[src/rtl/rng_pkg.sv]
// Shared constants and helpers for the per-neuron Fibonacci LFSR random source.
package rng_pkg;

    localparam int RNG_MIN_WIDTH = 32'sd4;
    localparam int RNG_MAX_WIDTH = 32'sd32;

    // Maximal-length tap masks: bit i set means state[i] feeds the XOR.
    function automatic logic [31:0] lfsr_taps(input int width);
        logic [31:0] mask;
        case (width)
            32'sd4:  mask = 32'h0000_000C;
            32'sd5:  mask = 32'h0000_0014;
            32'sd6:  mask = 32'h0000_0030;
            32'sd7:  mask = 32'h0000_0060;
            32'sd8:  mask = 32'h0000_00B8;
            32'sd9:  mask = 32'h0000_0110;
            32'sd10: mask = 32'h0000_0240;
            32'sd11: mask = 32'h0000_0500;
            32'sd12: mask = 32'h0000_0829;
            32'sd13: mask = 32'h0000_100D;
            32'sd14: mask = 32'h0000_2015;
            32'sd15: mask = 32'h0000_6000;
            32'sd16: mask = 32'h0000_D008;
            32'sd17: mask = 32'h0001_2000;
            32'sd18: mask = 32'h0002_0400;
            32'sd19: mask = 32'h0004_0023;
            32'sd20: mask = 32'h0009_0000;
            32'sd21: mask = 32'h0014_0000;
            32'sd22: mask = 32'h0030_0000;
            32'sd23: mask = 32'h0042_0000;
            32'sd24: mask = 32'h00E1_0000;
            32'sd25: mask = 32'h0120_0000;
            32'sd26: mask = 32'h0200_0023;
            32'sd27: mask = 32'h0400_0013;
            32'sd28: mask = 32'h0900_0000;
            32'sd29: mask = 32'h1400_0000;
            32'sd30: mask = 32'h2000_0029;
            32'sd31: mask = 32'h4800_0000;
            32'sd32: mask = 32'h8020_0003;
            default: mask = 32'h0000_0000;
        endcase
        return mask;
    endfunction

    // Shift left, new feedback bit enters at bit 0; bits above the LFSR width are don't-care.
    function automatic logic [31:0] lfsr_next(input logic [31:0] state, input logic [31:0] mask);
        return {state[30:0], ^(state & mask)};
    endfunction

endpackage

[src/rtl/rng_lfsr_step.sv]
// Combinational single-step advance of a WIDTH-bit Fibonacci LFSR.
module rng_lfsr_step
    import rng_pkg::*;
#(
    parameter int WIDTH = 8
) (
    input  logic [WIDTH-1:0] state,
    output logic [WIDTH-1:0] next
);

    localparam logic [31:0] MASK = lfsr_taps(WIDTH);

    assign next = WIDTH'(lfsr_next(32'(state), MASK));

endmodule

[src/rtl/random_generator.sv]
// Per-neuron pseudo-random source: seeded maximal-length LFSR with registered output.
// Optional input port enable is added when the macro RNG_ENABLE_EN is defined.
module random_generator
    import rng_pkg::*;
#(
    parameter int WIDTH = 8
) (
    input  logic             clock,
    input  logic             reset,
`ifdef RNG_ENABLE_EN
    input  logic             enable,
`endif
    input  logic [WIDTH-1:0] seed,
    output logic [WIDTH-1:0] random_value
);

    generate
        if (WIDTH < RNG_MIN_WIDTH || WIDTH > RNG_MAX_WIDTH) begin : g_bad_width
            $error("random_generator: WIDTH %0d outside legal range 4..32", WIDTH);
        end
    endgenerate

    logic [WIDTH-1:0] state_r;
    logic             seeded_r;
    logic [WIDTH-1:0] next_s;
    logic [WIDTH-1:0] load_s;
    logic             advance_s;

`ifdef RNG_ENABLE_EN
    assign advance_s = enable;
`else
    assign advance_s = 1'b1;
`endif

    rng_lfsr_step #(.WIDTH(WIDTH)) u_step (
        .state (state_r),
        .next  (next_s)
    );

    // Zero seed would lock the LFSR, so substitute all-ones.
    always_comb begin
        load_s = seed;
        if (seed == {WIDTH{1'b0}}) begin
            load_s = {WIDTH{1'b1}};
        end else begin
            load_s = seed;
        end
    end

    // State register: seed load on first active edge, then one advance per active edge.
    always_ff @(posedge clock or posedge reset) begin
        if (reset) begin
            state_r  <= {WIDTH{1'b0}};
            seeded_r <= 1'b0;
        end else if (advance_s) begin
            if (!seeded_r) begin
                state_r  <= load_s;
                seeded_r <= 1'b1;
            end else begin
                state_r  <= next_s;
            end
        end
    end

    assign random_value = state_r;

endmodule

[config.mk]
export PLATFORM = sky130hd
export DESIGN_NAME = random_generator
export DESIGN_NICKNAME = d
export VERILOG_FILES = /design/src/rtl/rng_pkg.sv /design/src/rtl/rng_lfsr_step.sv /design/src/rtl/random_generator.sv
export SDC_FILE = /design/constraint.sdc
export NUM_CORES = 1
export LEC_CHECK = 0
export BUFFER_PORTS_ARGS = -buffer_cell sky130_fd_sc_hd__buf_2
export CAP_MARGIN = 20
export CORE_AREA = 5 5 42 44
export CTS_BUF_LIST = sky130_fd_sc_hd__clkbuf_2 sky130_fd_sc_hd__clkbuf_4 sky130_fd_sc_hd__clkbuf_8
export DETAILED_ROUTE_END_ITERATION = 8
export DIE_AREA = 0 0 47 49
export SYNTH_ARGS = -nofsm -noshare
export SYNTH_HDL_FRONTEND = slang
export SYNTH_SLANG_ARGS = --single-unit
[constraint.sdc]
create_clock -name clock -period 1.4 [get_ports clock]
set_clock_uncertainty 0.2 [all_clocks]
set_input_delay 0.21 -clock clock [delete_from_list [all_inputs] [get_ports clock]]
set_output_delay 0.21 -clock clock [all_outputs]
set_load 0.1 [all_outputs]
==> results of run 1 <==
worst min path at each step:
stage	end	cells after the start
floorplan	random_value[0]	1
global placement	seeded_r	2
detailed placement	seeded_r	2
CTS	random_value[4]	3
global route	random_value[4]	3
finish	random_value[4]	3
cell type report:
cell class | instances | area (sq um) | share of cell area
Timing Repair Buffer | 21 | 245.2 | 0.3316
Multi-Input combinational cell | 29 | 203.9 | 0.2758
Sequential cell | 9 | 232.7 | 0.3147
Tap cell | 16 | 20.02 | 0.02707
Clock buffer | 4 | 30.03 | 0.04061
Inverter | 2 | 7.507 | 0.01015
critical path, stage by stage:
cell           delay [ns]
dlygate4sd3_1        0.53
buf_2                0.15
nand4b_4             0.20
a21oi_1              0.19
logic make-up (layout without fill, tap and decap cells):
family,Yosys count,after routing
xor gates and xnor gates,3,3
other,1,1
DFF,9,9
buffers and inverters,3,27
and+or+nand+nor,14,14
muxes,2,2
AOI/OAI and AO/OA,9,9
power groups by stage:
stage / combinational, mW / sequential (mW) / clock (mW)
finish: 0.410 / 0.333 / 0.223
global route: 0.424 / 0.337 / 0.246
CTS: 0.409 / 0.332 / 0.229
detailed placement: 0.400 / 0.336 / 0
global placement: 0.398 / 0.335 / 0
floorplan: 0.0608 / 0.510 / 0
metrics by stage:
stage,cells,hold slack (ns)
3_3_place_gp,73,-0.01586
5_1_grt,81,0.009557
2_1_floorplan,41,-0.1624
3_5_place_dp,73,-0.01006
6_report,81,0.01763
4_1_cts,81,0.001684
cells in the mapped netlist, drive strengths merged:
master	n	share of area
a21oi	5	0.058
nor3	1	0.038
inv	2	0.017
nand2	1	0.0087
conb	1	0.0087
buf	1	0.012
nor2b	4	0.058
nand4b	1	0.035
xnor2	1	0.020
dfrtp	9	0.52
o41ai	2	0.040
mux2i	2	0.046
a22oi	1	0.017
xor2	2	0.040
a311oi	1	0.020
nor2	7	0.061
registers in the layout (all words and copies together) (netlist names):
register	count
seeded_r	1
random_value	8
routing by layer:
metal	vias to the layer above	track usage
li1	187	-
met1	182	0.1617
met2	20	0.1471
met3	2	0.04428
met4	0	0.07373
met5	-	0
repair_timing:
item / in CTS / in global routing
buffers inserted: 0 / 0
setup endpoints to repair: 0 / 3
resized for setup: 0 / 2
endpoints found under the hold margin: 11 / 0
hold buffers: 4 / 0
==> metrics.csv, run 1 <==
metric,value,unit
switching_power,0.3934,mW
yosys_warnings,0,
pre_cts_slack,0.1136,ns
timing.critical_path.to,random_value[1],
synthSimpleGateAreaFrac,0.1994,
r2r_setup_slack,0.17,ns
combPwrFrac,0.425,
cts_tree,yes,
worstPathRequired,1.37,ns
p_leak,0.3426,nW
worstSetupStartpoint,seed[6],
routabilityCongestion,0.7663,
synth-seq-area-share,0.5202,
initial_core_util,0.3089,
max_cap_violations,0,
firstDrtPassIters,4,
setup_ws,0.08601,ns
p_clk_frac,0.231,
numClockSinks,9,
io_buffers,17,
root_buffer,clkbuf_4,
cts-buffers-inserted,3,
synth_compound_area_frac,0.1358,
die_area,2303,sq um
routedWlPerCell,14.69,microns
min_period_over_period,0.9386,
antenna_cells,0,
vias,391,
synth-adder-area-share,0,
io_pins,18,
rsz0062_at_grt,false,
synth_seq_cells,9,
syn-instance-count,41,
antenna_found_initial,0,
drv_slew,0,
insertion_delay,0.26,ns
clk_pin_slew,0.06,ns
num_rows,14,
grt_usage,0.1168,
sw_frac_of_total,0.4074,
total_power,0.9656,mW
layout_commonest_cell,buf_2,
synth_top_family_by_area,simple AND/OR/NAND/NOR gates,
met2_length,565,microns
grt-ovfl-total,0,
via_per_inst,4.827,
die_w,47,microns
avgSynthCellArea,10.56,sq um
route.met3.wl,88,microns
end_kind,flop,
core_area,1401,sq um
drc,0,
dieHeight,49,microns
worstSetupStartpointType,primary input,
max_freq,761.0,MHz
seqPwrFrac,0.345,
ir_worst_vdd,0.6680,mV
routed_wirelength,1190,microns
design_area,739.5,sq um
areaGrowthSynthToFinish,70.81,%
finalHoldViolCount,0,
top_layer,met4,
grt_pass1_vias,417,
r2r-start,random_value[4],
period_minus_slack,1.314,ns
wirelength_met1,529,microns
worstPathMaxFanout,5,
final_util,0.5277,
internal_power,0.5721,mW
dp_hpwl,861.4,microns
power_density,1306,nW/um^2
drt_iter0_drc,7,
reg2reg_depth,3,
setup_viol,0,
ant_nets,0,
grt_max_degree,17,
synth_mux_area_frac,0.04624,
hold_start,seed[4],
drive_gt1_frac,0.4462,
clock_path_buffers,2,
ys_types,16,
r2r-end,random_value[0],
fillers,127,
grt_pass1_wl,1835,microns
synth_xor_area_frac,0.06069,
arrival,1.29,ns
min_path_type,primary input to flop,
final_cell_mix,"9 x buf_2, 8 x buf_12, 7 x nor2_1, 6 x dfrtp_2, 5 x a21oi_1",
synthesis.area,432.9,sq um
fin_setup_tns,0,ns
synth_fp_nets,51,
finalNetCount,76,
place_area,659.4,sq um
status,completed,
htreeDepth,1,
critPathKind,primary input to flop,
No activity file was read; power rests on OpenSTA's default activity.
==> inputs of run 2 (changes only) <==
==> constraint.sdc (replaced) <==
create_clock -name clock -period 1.6 [get_ports clock]
set_clock_uncertainty 0.2 [all_clocks]
set_input_delay 0.24 -clock clock [delete_from_list [all_inputs] [get_ports clock]]
set_output_delay 0.24 -clock clock [all_outputs]
set_load 0.1 [all_outputs]
==> run 2 against run 1 <==
  * Sequential power down 18%
  * Combinational power down 32%
  * Highest routed layer unchanged
  * Largest power group unchanged
  * Critical path type is now flop to output pin
  * Clock power down 13%
==> metrics.csv, run 2 (synthesized netlist as in run 1, its figures left out) <==
metric,value,unit
hold_path_depth,2,
total_power,0.7456,mW
clock_path_buffers,2,
insertion_delay,0.26,ns
seqPwrFrac,0.367,
io_pins,18,
place_area,538.0,sq um
htreeDepth,1,
power_density,1247,nW/um^2
cpMaxStageDelayCell,buf_2,
antenna_cells,0,
stdcell_count,80,
routed_wirelength,953,microns
ant_nets,0,
numClockSinks,9,
max_cap_violations,0,
min_path_type,primary input to flop,
critPathKind,flop to output pin,
pre_cts_slack,0.3076,ns
drc,0,
grt_usage,0.1049,
root_buffer,clkbuf_4,
grt-ovfl-total,0,
grt_max_degree,17,
crit_buf_inv,1,
fin_setup_tns,0,ns
setup_viol,0,
combPwrFrac,0.374,
die_area,2303,sq um
max_stage_delay,0.43,ns
core_area,1401,sq um
worstPathRequired,1.16,ns
min_period_over_period,0.9476,
firstDrtPassIters,4,
clk_pin_slew,0.06,ns
p_leak,0.2830,nW
via_per_inst,4.625,
final_cell_mix,"17 x buf_2, 7 x nor2_1, 5 x a21oi_1, 5 x dfrtp_1",
routabilityCongestion,0.7859,
reg2reg_depth,2,
final_util,0.4268,
initial_core_util,0.3089,
cts_tree,yes,
grt_pass1_vias,390,
worstPathMaxFanout,3,
vias,370,
dp_hpwl,750.1,microns
p_clk_frac,0.260,
switching_power,0.3213,mW
drt_iter0_drc,9,
io_buffers,17,
areaGrowthSynthToFinish,38.15,%
dieHeight,49,microns
finalNetCount,75,
routedWlPerCell,11.91,microns
ctsResizeCount,0,
max_freq,659.6,MHz
num_rows,14,
die_w,47,microns
period_minus_slack,1.516,ns
arrival,1.08,ns
drv_slew,0,
crit_family,buffers and inverters,
grt_pass1_wl,1718,microns
cts-buffers-inserted,3,
ir_worst_vdd,0.6219,mV
placed_cells,73,
rsz0062_at_grt,false,
antenna_found_initial,0,
internal_power,0.4243,mW
worstSetupStartpointType,flop,
worstPathCellList,buf_2,
fillers,150,
crit_cells,1,
design_area,598.1,sq um
end_kind,output pin,
hold-worst-slack,0.008443,ns
sw_frac_of_total,0.4309,
status,completed,
drive_gt1_frac,0.4219,
r2r_setup_slack,0.31,ns
largest_reg_flops,8,
setup_ws,0.08385,ns
layout_commonest_cell,buf_2,
finalHoldViolCount,0,
-- run 2: changes by cell type in the layout (fill, tap and decap cells not counted), sizes merged --
cell / change
dlygate4sd3: -1
-- run 2: final timing paths --
path,start,endpoint
min in group asynchronous,reset,random_value[6]
max in group asynchronous,reset,random_value[3]
max reg2reg,seeded_r,random_value[7]
min,seed[6],random_value[4]
min reg2reg,random_value[6],random_value[7]
max,random_value[4],random_value[4]
-- run 2: worst reg2reg max path: cells and delay by family (launching register included) --
family             cells  cell delay, ns
muxes                  1            0.24
AOI/OAI and AO/OA      1            0.10
DFF                    1            0.62
-- run 2: repair_timing --
item,CTS,global route
buffers inserted,0,0
endpoints found under the hold margin,11,0
hold buffers,3,0
-- run 2: layout make-up --
| cell class | count | area, sq um | area share |
|---|---|---|---|
| inverters | 2 | 7.507 | 0.01255 |
| multi-input cells | 29 | 195.2 | 0.3264 |
| clock buffers | 4 | 30.03 | 0.05021 |
| flip-flops and latches | 9 | 230.2 | 0.3849 |
| repair buffers | 20 | 115.1 | 0.1925 |
| well taps | 16 | 20.02 | 0.03347 |
-- run 2: power groups by stage --
| stage | sequential (mW) | clock, mW | combinational [mW] |
|---|---|---|---|
| floorplan | 0.445 | 0 | 0.0532 |
| global placement | 0.278 | 0 | 0.275 |
| detailed placement | 0.278 | 0 | 0.275 |
| CTS | 0.274 | 0.199 | 0.281 |
| global route | 0.279 | 0.212 | 0.294 |
| finish | 0.273 | 0.194 | 0.279 |
-- run 2: per-layer routing --
layer,global-route usage,vias up,wire [microns]
met4,0.04147,0,12
met5,0,-,0
met2,0.1290,13,395
li1,-,189,-
met3,0.05535,2,87
met1,0.1502,166,458
==> inputs of run 3 (changes only) <==
--- a/config.mk
+++ b/config.mk
@@ -11,6 +11,7 @@
 export CTS_BUF_LIST = sky130_fd_sc_hd__clkbuf_2 sky130_fd_sc_hd__clkbuf_4 sky130_fd_sc_hd__clkbuf_8
 export DETAILED_ROUTE_END_ITERATION = 8
 export DIE_AREA = 0 0 47 49
+export MAX_ROUTING_LAYER = met4
 export SYNTH_ARGS = -nofsm -noshare
 export SYNTH_HDL_FRONTEND = slang
 export SYNTH_SLANG_ARGS = --single-unit
==> constraint.sdc (replaced) <==
create_clock -name clock -period 1.56 [get_ports clock]
set_clock_uncertainty 0.2 [all_clocks]
set_input_delay 0.234 -clock clock [delete_from_list [all_inputs] [get_ports clock]]
set_output_delay 0.234 -clock clock [all_outputs]
set_load 0.1 [all_outputs]
==> run 3 against run 2 <==
  * Sequential share of layout area fell by 1.2 points
  * Global-route usage up 0.45 points
  * Clock-buffer cell count unchanged
  * First-iteration DRC count down 67%
  * Setup slack lost 0.037 ns
  * Register-to-register slack got worse by 0.06 ns
  * Largest power group unchanged
  * Highest routed layer unchanged
  * Total power grew 4.5%
  * Die area stayed put
  * Sequential cell count did not move
  * Non-clock buffer count decreased by 1
==> metrics.csv, run 3 (synthesized netlist as in run 1, its figures left out) <==
metric,value,unit
drc,0,
min_path_type,primary input to flop,
power_density,1261,nW/um^2
place_area,568.0,sq um
grt_pass1_vias,388,
max_stage_delay,0.43,ns
max_freq,660.7,MHz
drive_gt1_frac,0.4286,
route.met3.wl,69,microns
min_period_over_period,0.9702,
ir_worst_vdd,0.5798,mV
status,completed,
sw_frac_of_total,0.4232,
setup_viol,0,
finalHoldViolCount,0,
worstPathMaxFanout,3,
vias,375,
dp_hpwl,795.4,microns
cts-buffers-inserted,3,
antenna_cells,0,
core_area,1401,sq um
cpMaxStageDelayCell,buf_2,
met2_length,466,microns
routed_wirelength,996,microns
grt_pass1_wl,1711,microns
crit_family,buffers and inverters,
fillers,144,
total_power,0.7793,mW
via_per_inst,4.747,
end_kind,output pin,
rsz0062_at_grt,false,
insertion_delay,0.26,ns
arrival,1.08,ns
initial_core_util,0.3089,
routedWlPerCell,12.61,microns
p_clk_frac,0.251,
p_leak,0.2906,nW
htreeDepth,1,
dieHeight,49,microns
critPathKind,flop to output pin,
numClockSinks,9,
seqPwrFrac,0.365,
drv_slew,0,
ant_nets,0,
worstPathCellList,buf_2,
grt-ovfl-total,0,
finalNetCount,74,
cts_tree,yes,
max_cap_violations,0,
switching_power,0.3298,mW
grt_usage,0.1094,
io_buffers,17,
die_area,2303,sq um
num_rows,14,
routabilityCongestion,0.7740,
root_buffer,clkbuf_4,
worstSetupStartpointType,flop,
post_cts_buffers,0,
firstDrtPassIters,4,
io_pins,18,
worstPathRequired,1.13,ns
design_area,618.1,sq um
drt_iter0_drc,3,
hold-worst-slack,0.002965,ns
period_minus_slack,1.513,ns
combPwrFrac,0.385,
die_w,47,microns
fin_setup_tns,0,ns
crit_buf_inv,1,
top_layer,met4,
wirelength_met1,436,microns
internal_power,0.4495,mW
final_cell_mix,"15 x buf_2, 7 x nor2_1, 5 x a21oi_1, 5 x dfrtp_1",
final_util,0.4411,
layout_commonest_cell,buf_2,
clock_path_buffers,2,
clk_pin_slew,0.06,ns
antenna_found_initial,0,
largest_reg_flops,8,
areaGrowthSynthToFinish,42.77,%
grt_max_degree,17,
run 3: cell count changes in the layout (fill, tap and decap cells not counted):
cell	previous run	this run
buf_12	0	2
buf_2	17	15
dlygate4sd3_1	3	2
run 3: cell type report:
class	instances	area, sq um	share of cell area
sequential	9	230.2	0.3725
multi-input combinational	29	195.2	0.3158
timing repair buffer	19	135.1	0.2186
clock buffer	4	30.03	0.04858
tap	16	20.02	0.03239
inverter	2	7.507	0.01215
run 3: final timing paths:
kind / startpoint / to / slack (ns) / cells after the start
setup / recovery: random_value[3] / random_value[3] / 0.05 / 1
hold / removal: seed[7] / random_value[4] / 0.003 / 2
setup reg to reg: seeded_r / random_value[6] / 0.25 / 2
hold reg to reg: random_value[6] / random_value[7] / 0.31 / 2
max in group asynchronous: reset / random_value[5] / 0.60 / 3
min in group asynchronous: reset / random_value[2] / 0.27 / 3
run 3: metrics by stage:
step	setup slack [ns]	std cells
3_3_place_gp	0.2649	73
3_5_place_dp	0.2523	73
5_1_grt	0.003420	79
2_1_floorplan	0.1042	41
4_1_cts	0.02832	79
6_report	0.04653	79
run 3: timing repair:
item,CTS,global route
resized for setup,0,0
hold endpoints to repair,10,0
hold buffers,2,0
run 3: power groups by stage:
stage          Combinational, mW  Sequential [mW]  Clock, mW
6_report                   0.300            0.284      0.195
5_1_grt                    0.315            0.289      0.215
4_1_cts                    0.302            0.285      0.204
3_5_place_dp               0.297            0.290          0
3_3_place_gp               0.297            0.288          0
2_1_floorplan             0.0546            0.457          0
run 3: routing by layer:
metal / global-route usage / vias to the layer above
met5: - / -
met3: 0.02214 / 4
li1: - / 185
met1: 0.1451 / 169
met4: 0.06912 / 0
met2: 0.1471 / 17
